[config.mk]
export PLATFORM = sky130hd
export DESIGN_NAME = commit_alloc_flat
export DESIGN_NICKNAME = d
export VERILOG_FILES = /design/src/rtl/commit_pkg.sv /design/src/rtl/commit_alloc_if.sv /design/src/rtl/commit_range_mask.sv /design/src/rtl/commit_alloc.sv /design/src/flat_wrapper.sv
export SDC_FILE = /design/constraint.sdc
export NUM_CORES = 1
export LEC_CHECK = 0
export CAP_MARGIN = 20
export CORE_UTILIZATION = 40
export CTS_CLUSTER_SIZE = 16
export DETAILED_ROUTE_END_ITERATION = 8
export GPL_ROUTABILITY_DRIVEN = 0
export GPL_TIMING_DRIVEN = 1
export PLACE_DENSITY_LB_ADDON = 0.2
export RECOVER_POWER = 50
export SLEW_MARGIN = 20
export SYNTH_ARGS = -nofsm -noshare
export SYNTH_HDL_FRONTEND = slang
export SYNTH_SLANG_ARGS = --single-unit
[constraint.sdc]
create_clock -name clk -period 9.43 [get_ports clk]
set_clock_uncertainty 0.15 [all_clocks]
set_input_delay 1.4145 -clock clk [delete_from_list [all_inputs] [get_ports clk]]
set_output_delay 1.4145 -clock clk [all_outputs]
set_load 0.02 [all_outputs]
[src/rtl/commit_pkg.sv]
// Shared types and constants for the commit-queue slot allocator.
package commit_pkg;

  localparam int NCOMMIT    = 32;
  localparam int LNCOMMIT   = 5;
  localparam int NDEC       = 4;
  localparam int NRETIRE    = 8;
  localparam int REC_CYCLES = 2;

  typedef logic [LNCOMMIT-1:0] commit_idx_t;
  typedef logic [LNCOMMIT:0]   commit_cnt_t;

  typedef enum logic [1:0] {RUN, REC1, REC2} alloc_state_t;

endpackage

[src/rtl/commit_alloc_if.sv]
// Rename/commit side bus of the commit-queue slot allocator.
interface commit_alloc_if;
  import commit_pkg::*;

  logic [3:0]           alloc_count;
  logic [3:0]           retire_count;
  logic                 flush;
  commit_idx_t          flush_addr;
  commit_idx_t          next_start;
  commit_idx_t          current_end;
  commit_cnt_t          current_available;
  logic [NCOMMIT-1:0]   live_mask;
  logic                 recovering;
  logic                 overflow_err;

  modport master (
    output alloc_count, retire_count, flush, flush_addr,
    input  next_start, current_end, current_available, live_mask,
           recovering, overflow_err
  );

  modport slave (
    input  alloc_count, retire_count, flush, flush_addr,
    output next_start, current_end, current_available, live_mask,
           recovering, overflow_err
  );

endinterface

[src/rtl/commit_range_mask.sv]
// Wrapped range mask: bit i set iff i lies in [start, start+len) mod NCOMMIT.
module commit_range_mask
  import commit_pkg::*;
(
  input  commit_idx_t        start,
  input  commit_cnt_t        len,
  output logic [NCOMMIT-1:0] mask
);

  commit_idx_t off;

  always_comb begin
    off  = '0;
    mask = '0;
    for (int i = 0; i < NCOMMIT; i++) begin
      off     = commit_idx_t'(i) - start;
      mask[i] = ({1'b0, off} < len);
    end
  end

endmodule

[src/rtl/commit_alloc.sv]
// Commit-queue slot allocator: head/tail/count/live-mask tracking with flush recovery.
// Optional statistics outputs (hwm, full_cycles) under COMMIT_ALLOC_STATS_EN.
module commit_alloc
  import commit_pkg::*;
(
  input  logic          clk,
  input  logic          reset,
  commit_alloc_if.slave bus
`ifdef COMMIT_ALLOC_STATS_EN
  ,
  output commit_cnt_t   hwm,
  output logic [31:0]   full_cycles
`endif
);

  commit_idx_t        head, tail, head_n, tail_n, clr_start;
  commit_cnt_t        count, count_n, avail, r_eff, a_eff, clr_len;
  logic [NCOMMIT-1:0] mask, mask_n, set_mask, clr_mask;
  alloc_state_t       state;
  logic               recovering, overflow_err;
  logic               retire_ok, alloc_req, alloc_ok, err_n;

  // Allocation may reuse slots freed by same-cycle retirement.
  always_comb begin
    retire_ok = (commit_cnt_t'(bus.retire_count) <= count);
    r_eff     = retire_ok ? commit_cnt_t'(bus.retire_count) : '0;
    alloc_req = !bus.flush && (state == RUN);
    alloc_ok  = (commit_cnt_t'(bus.alloc_count) <= (commit_cnt_t'(NCOMMIT) - count + r_eff));
    a_eff     = (alloc_req && alloc_ok) ? commit_cnt_t'(bus.alloc_count) : '0;
    head_n    = head + commit_idx_t'(r_eff);
    if (bus.flush) begin
      tail_n    = bus.flush_addr + commit_idx_t'(1);
      count_n   = commit_cnt_t'(commit_idx_t'(bus.flush_addr - head)) + commit_cnt_t'(1) - r_eff;
      clr_start = head_n;
      clr_len   = count_n;
    end else begin
      tail_n    = tail + commit_idx_t'(a_eff);
      count_n   = count + a_eff - r_eff;
      clr_start = head;
      clr_len   = r_eff;
    end
    // On flush the clear instance produces the keep window instead.
    mask_n = bus.flush ? (mask & clr_mask) : ((mask & ~clr_mask) | set_mask);
    err_n  = overflow_err | !retire_ok | (alloc_req && !alloc_ok);
  end

  commit_range_mask u_set_mask (
    .start (tail),
    .len   (a_eff),
    .mask  (set_mask)
  );

  commit_range_mask u_clr_mask (
    .start (clr_start),
    .len   (clr_len),
    .mask  (clr_mask)
  );

  always_ff @(posedge clk) begin
    if (reset) begin
      head         <= '0;
      tail         <= '0;
      count        <= '0;
      avail        <= commit_cnt_t'(NCOMMIT);
      mask         <= '0;
      state        <= RUN;
      recovering   <= 1'b0;
      overflow_err <= 1'b0;
    end else begin
      head         <= head_n;
      tail         <= tail_n;
      count        <= count_n;
      avail        <= commit_cnt_t'(NCOMMIT) - count_n;
      mask         <= mask_n;
      overflow_err <= err_n;
      if (bus.flush) begin
        state      <= REC1;
        recovering <= 1'b1;
      end else begin
        case (state)
          RUN:  begin state <= RUN;  recovering <= 1'b0; end
          REC1: begin state <= REC2; recovering <= 1'b1; end
          REC2: begin state <= RUN;  recovering <= 1'b0; end
          default: begin state <= RUN; recovering <= 1'b0; end
        endcase
      end
    end
  end

  assign bus.next_start        = tail;
  assign bus.current_end       = head;
  assign bus.current_available = avail;
  assign bus.live_mask         = mask;
  assign bus.recovering        = recovering;
  assign bus.overflow_err      = overflow_err;

`ifdef COMMIT_ALLOC_STATS_EN
  always_ff @(posedge clk) begin
    if (reset) begin
      hwm         <= '0;
      full_cycles <= '0;
    end else begin
      if (count > hwm) hwm <= count;
      if ((count == commit_cnt_t'(NCOMMIT)) && (full_cycles != 32'hFFFF_FFFF))
        full_cycles <= full_cycles + 32'd1;
    end
  end
`endif

endmodule

[src/flat_wrapper.sv]
// flat-port wrapper written by rule: the top's interface ports become plain ports
module commit_alloc_flat import commit_pkg::*;
  (clk, reset, bus_alloc_count, bus_retire_count, bus_flush, bus_flush_addr, bus_next_start, bus_current_end, bus_current_available, bus_live_mask, bus_recovering, bus_overflow_err);
  commit_alloc_if bus_i ();
  input  logic clk;
  input  logic reset;
  input wire logic [$bits(bus_i.alloc_count)-1:0] bus_alloc_count;
  input wire logic [$bits(bus_i.retire_count)-1:0] bus_retire_count;
  input wire logic [$bits(bus_i.flush)-1:0] bus_flush;
  input wire logic [$bits(bus_i.flush_addr)-1:0] bus_flush_addr;
  output wire logic [$bits(bus_i.next_start)-1:0] bus_next_start;
  output wire logic [$bits(bus_i.current_end)-1:0] bus_current_end;
  output wire logic [$bits(bus_i.current_available)-1:0] bus_current_available;
  output wire logic [$bits(bus_i.live_mask)-1:0] bus_live_mask;
  output wire logic [$bits(bus_i.recovering)-1:0] bus_recovering;
  output wire logic [$bits(bus_i.overflow_err)-1:0] bus_overflow_err;
  assign bus_i.alloc_count = bus_alloc_count;
  assign bus_i.retire_count = bus_retire_count;
  assign bus_i.flush = bus_flush;
  assign bus_i.flush_addr = bus_flush_addr;
  assign bus_next_start = bus_i.next_start;
  assign bus_current_end = bus_i.current_end;
  assign bus_current_available = bus_i.current_available;
  assign bus_live_mask = bus_i.live_mask;
  assign bus_recovering = bus_i.recovering;
  assign bus_overflow_err = bus_i.overflow_err;
  commit_alloc u_core (.clk(clk), .reset(reset), .bus(bus_i));
endmodule
# == Yosys cells after proc, flatten, opt, wreduce, memory -nomap -nowiden ==
# Index checks and enable logic that the tools add are counted.
# op_classes
addsub,75
n_lt_le_gt_ge,66
eq_ne,1
mux,11
bitwise,6
reduce_logical,8
# ops
op,n
less-than comparator 5 x 6 -> 1 bit,64
subtractor 5 bit (first input constant),32
subtractor 4 x 5 -> 5 bit (first input constant),16
bitwise AND 32 bit,2
subtractor 3 x 5 -> 5 bit (first input constant),8
2-to-1 mux 32 bit,1
NOT 32 bit,1
OR 32 bit,1
subtractor 1 x 5 -> 5 bit (first input constant),4
subtractor 2 x 5 -> 5 bit (first input constant),4
adder 6 bit,2
less-or-equal comparator 4 x 6 -> 1 bit,2
2-to-1 mux 6 bit,2
subtractor 6 bit,2
subtractor 6 bit (first input constant),2
adder 5 bit,2
2-to-1 mux 5 bit,2
2-to-1 mux 4 bit,2
adder 5 x 1 -> 6 bit (second input constant),1
adder 5 x 1 -> 5 bit (second input constant),1
subtractor 5 bit,1
logical AND 1 bit,3
zero test 1 bit,3
2-to-1 mux 1 bit,3
5 further kinds,6
# totals
register_bits,58
in_bits,16
out_inout_bits,50
wordCells,176

# == Longest topological paths before layout ==
# logic_depth
word_depth,10
depth_mapped,28
ltp_nobuf,28

# == By module ==
# From an unflattened synthesis, not the netlist that was laid out.
# hier_totals
hier_cells,969
hier_area_um2,7853.8
# by_module_without_submodules
module,instances,cells_each,area_each_um2,seq_area_each_um2
commit_range_mask,2,259,2058.2,0.0
commit_alloc,1,451,3737.3,1141.1

# == Least setup slack after synthesis ==
# Ideal clock, no wire load.
# synth_timing
path_type,input-to-reg
startpoint,in bus_retire_count[1]
endpoint,"reg u_core.avail[5], in the netlist u_core.bus.current_available[5]"
setup_ns,0.117
arrival_ns,6.603
required_time_ns,9.163
setup_slack_ns,2.560
stages,25
n_path_buf,0
path_cell_list,ha_1 nor2b_1 o21bai_2 a21oi_4 nor2b_1 fa_1 inv_1 ha_1 nor2b_1 o21a_1 o21a_1 o21ai_0 a21oi_1 nor2b_1 nand2_1 fa_1 inv_1 ha_1 a21o_1 a21oi_1 xnor2_1 o21ai_0 nor3b_1 xor2_1 nand2b_1
# synth_between
elab_chain_len,10
word_cells_on_any_way,11
cone_classes,5 x add/sub; 2 x order compare; 3 x mux; 1 x reduce/logical
# synth_lines
item,line,text
"start, declared",flat_wrapper.sv:8,input wire logic [$bits(bus_i.retire_count)-1:0] bus_retire_count;
less-or-equal comparator 4 x 6 -> 1 bit,commit_alloc.sv:25,retire_ok = (commit_cnt_t'(bus.retire_count) <= count);
2-to-1 mux 4 bit *,commit_alloc.sv:26,r_eff = retire_ok ? commit_cnt_t'(bus.retire_count) : '0;
adder 6 bit,commit_alloc.sv:28,alloc_ok = (commit_cnt_t'(bus.alloc_count) <= (commit_cnt_t'(NCOMMIT) - count + r_eff));
less-or-equal comparator 4 x 6 -> 1 bit,commit_alloc.sv:28,
logical AND 1 bit,commit_alloc.sv:29,a_eff = (alloc_req && alloc_ok) ? commit_cnt_t'(bus.alloc_count) : '0;
2-to-1 mux 4 bit,commit_alloc.sv:29,
adder 6 bit,commit_alloc.sv:38,count_n = count + a_eff - r_eff;
subtractor 6 bit,commit_alloc.sv:38,
2-to-1 mux 6 bit *,commit_alloc.sv:31,if (bus.flush) begin
subtractor 6 bit *,commit_alloc.sv:73,avail <= commit_cnt_t'(NCOMMIT) - count_n;
"end signal, assigned",commit_alloc.sv:64,avail <= commit_cnt_t'(NCOMMIT);
"end signal, assigned",commit_alloc.sv:73,
"end, declared",commit_alloc.sv:17,"commit_cnt_t count, count_n, avail, r_eff, a_eff, clr_len;"
# Mark *: on every way between the ends. The rest lies on a longest branch, timed or not.
# A chain may end at the register's enable or synchronous reset.

# == Worst setup path after layout ==
# layout_timing
startpoint,in bus_retire_count[0]
endpoint,"reg u_core.avail[5], in the netlist u_core.bus.current_available[5]"
# The elaborated chain is that of the path after synthesis.

==> out/metrics.sh <==
RUN_STATUS='complete, but fails checks'
FAILED_CHECKS='max-capacitance violations, max-slew violations'
FINAL_LAYOUT_SIZE_SUFFIX_GT1_FRAC=0.0405
PRE_REPAIR_DR_ITERATION_COUNT=5
PLACE.DETAILED.HPWL_UM=14800
FINALWORSTSETUPSLACK_PS=1660
PLACE_WORST_SETUP_SLACK_PS=1290
SYNTHESIS.AREA_MM2=0.00704
INSERTION_DELAY_PS=340
YS_WARN_COUNT=0
COREAREA_MM2=0.0172
CLKTRANSATPATHREGS_PS=60
FINALHOLDVIOLCOUNT=0
CLOCK_TREE.BUFFER_DEPTH=2
SYNTHDOMINANTCELLAREASHARE=0.272
AREA_GROWTH_SYN_TO_LAYOUT_PCT=16.8
GRTUSAGETOTAL=0.220
ROWS=48
FIRST_GLOBAL_VIAS=5619
DRT-VIAS-PER-INSTANCE=5.15
RELSLEWSLACK=-0.948
LAYOUT_COMMONEST_CELL='ha_1'
VIAS=5857
HOLD_BUFFERS=0
POSTSYNTHAREAPERCELL_UM2=8.28
CRITPATHSLOWESTCELL='fa_1'
CTS_TREE='yes'
SETUP.WORST_PATH.END_CLASS='register'
HTREE_NUM_LEVELS=3
POST-CTS-SETUP-BUFFERS=0
DETAIL_ROUTE.WIRELENGTH_UM=19200
WIRE_LENGTH_OF_THE_FIRST_GLOBAL_ROUTING_PASS_UM=30400
ANTENNA_FOUND_INITIAL=0
CP.REQUIRED_PS=9510
ANTENNA_CELLS_INSERTED=0
YOSYSUNIQUECELLTYPES=51
FRACTION_OF_THE_CYCLE_THE_FINAL_WORST_PATH_NEEDS=0.824
MOST_FREQUENT_CELLS_IN_THE_LAYOUT='ha_1, inv_1, a21oi_1, dfxtp_1, dlygate4sd3_1'
YS_FF_LATCH=57
SYNTH_AREA_LEADERS='ha_1, dfxtp_1, xnor2_1'
POST-ROUTE-MIN-PERIOD_PS=7770
PLACE.PORT_BUFFERS=65
GRT_SETUP_UNREPAIRED='false'
CLOCK.FMAX_GHz=0.129
POST-SYNTH-TOP-AREA-CELL='ha_1'
WORSTMARGINPINSLEW_PS=2920
DETAIL-ROUTE-ANTENNA-NETS=0
WORSTSETUPSTARTPOINTTYPE='input pin'
FINAL_NET_COUNT=1087
TIMING.SETUP.TNS_PS=0
CRITPATHMAXSTAGEDELAY_PS=620
CTS_MADE_BUFFERS=9
WL_PER_CELL_UM=16.9
NUMBER_OF_SYNTHESIZED_FLOPS_WITH_AN_ENABLE_PIN=0
CRIT_TYPE='input pin to register'
TOP_LEVEL_PORTS=66
DIE_AREA_MM2=0.0181
PROPORTION_OF_REGISTER_BITS_WITH_ASYNCHRONOUS_SET_OR_RESET_AFTER_SYNTHESIS=0
REPORT.FINAL.SETUP_VIOL=0
CTSRESIZECOUNT=0
HOLD_CLASS='register to register'
CP.ARRIVAL_PS=7850
PATH_DELAY_FAMILY='simple AND/OR/NAND/NOR gates'
FIN_CELLS=1138
NUMBER_OF_MAX_CAPACITANCE_VIOLATIONS_REPORTED=2
DIE_H_UM=135
POST-ROUTE-DRC-COUNT=0
GRT_MAX_DEGREE=63
SYNTH_FLOP_TYPE='dfxtp_1'
PATH_MAX_FANOUT=7
FLOORPLAN.DIE.WIDTH_UM=135
SYNTH.NET_COUNT=1029
CLK_ROOT_BUFFER_CELL='clkbuf_16'
SEQ_AREA_FRAC_SYNTH=0.162
NUM-FILL-CELLS=1699
FLOORPLAN.INITIALDENSITY=0.409
FINAL-MAX-SLEW-VIOLATION-COUNT=79
CRIT_BUF_INV=4
NUMBER_OF_PLACED_CELLS_COUNTING_WELL_TAPS=1122
SYNTHESIS.INSTANCES=850
OVERFLOW=0
CTS.SINKS=57
FIRST_ITER_VIOLATIONS=249
## cell type report
cell class	instances	area [µm²]	share of cell area
multi-input cells	674	5430	0.661
flip-flops and latches	57	1140	0.139
repair buffers	71	682	0.0829
inverters	95	357	0.0434
well taps	225	282	0.0342
clock buffers	9	225	0.0274
clock inverters	7	104	0.0126
## cell families after synthesis
logic type                 Yosys count  synth area share
DFF                                 57             0.162
adders and majority gates          163             0.300
buffers and inverters              119            0.0663
AOI/OAI and AO/OA                  211             0.192
and+or+nand+nor                    205             0.151
xor gates and xnor gates            72            0.0917
muxes                               23            0.0362
## cell usage after synthesis (13+ instances only)
cell type	count
nor2b_1	23
nand2b_1	30
a21o_1	30
dfxtp_1	57
nand3_1	25
xnor2_1	48
o21ai_0	36
ha_1	153
a211o_1	13
a21oi_1	78
xor2_1	22
nor2_1	41
nand2_1	43
inv_1	93
mux2i_1	21
## per-layer routing
layer	vias to the layer above	share of wire	GRT usage
li1	3081	-	-
met1	2681	0.50	0.296
met2	80	0.46	0.369
met3	15	0.026	0.0349
met4	0	0.012	0.0462
met5	-	0	0
## final timing paths
check	from	endpoint	slack [ps]	cells past startpoint
worst max-delay path	bus_retire_count[0]	u_core.bus.current_available[5]	1660	27
worst min-delay path	u_core.state[1]	u_core.state[1]	300	1
worst max register to register	u_core.count[3]	u_core.bus.current_available[5]	2780	26
worst min register to register	u_core.state[1]	u_core.state[1]	300	1
## stage by stage
| step | util | cell area [µm²] | hold slack (ps) |
|---|---|---|---|
| after detailed placement | 0.458 | 7900 | 286 |
| final | 0.477 | 8220 | 300 |
| after global routing | 0.477 | 8220 | 338 |
| after floorplan | - | 7040 | 271 |
| after CTS | 0.477 | 8230 | 304 |
| after global placement | 0.458 | 7900 | 288 |
## registers in the layout (all words and copies together), names as in the netlist
signal                        count
u_core.bus.overflow_err           1
u_core.count                      5
u_core.state                      2
u_core.bus.live_mask             32
u_core.bus.current_available      6
u_core.bus.current_end            5
u_core.bus.recovering             1
u_core.bus.next_start             5
## worst register-to-register path: cells and delay by family (launching register included)
family	cells	cell delay, ps
DFF	1	370
buffers and inverters	3	230
xor gates and xnor gates	2	240
and+or+nand+nor	8	2160
adders and majority gates	5	2000
AOI/OAI and AO/OA	8	1390
Power is not shown: default switching activity piles up to over one toggle a cycle in this logic, so the estimate is an artifact.
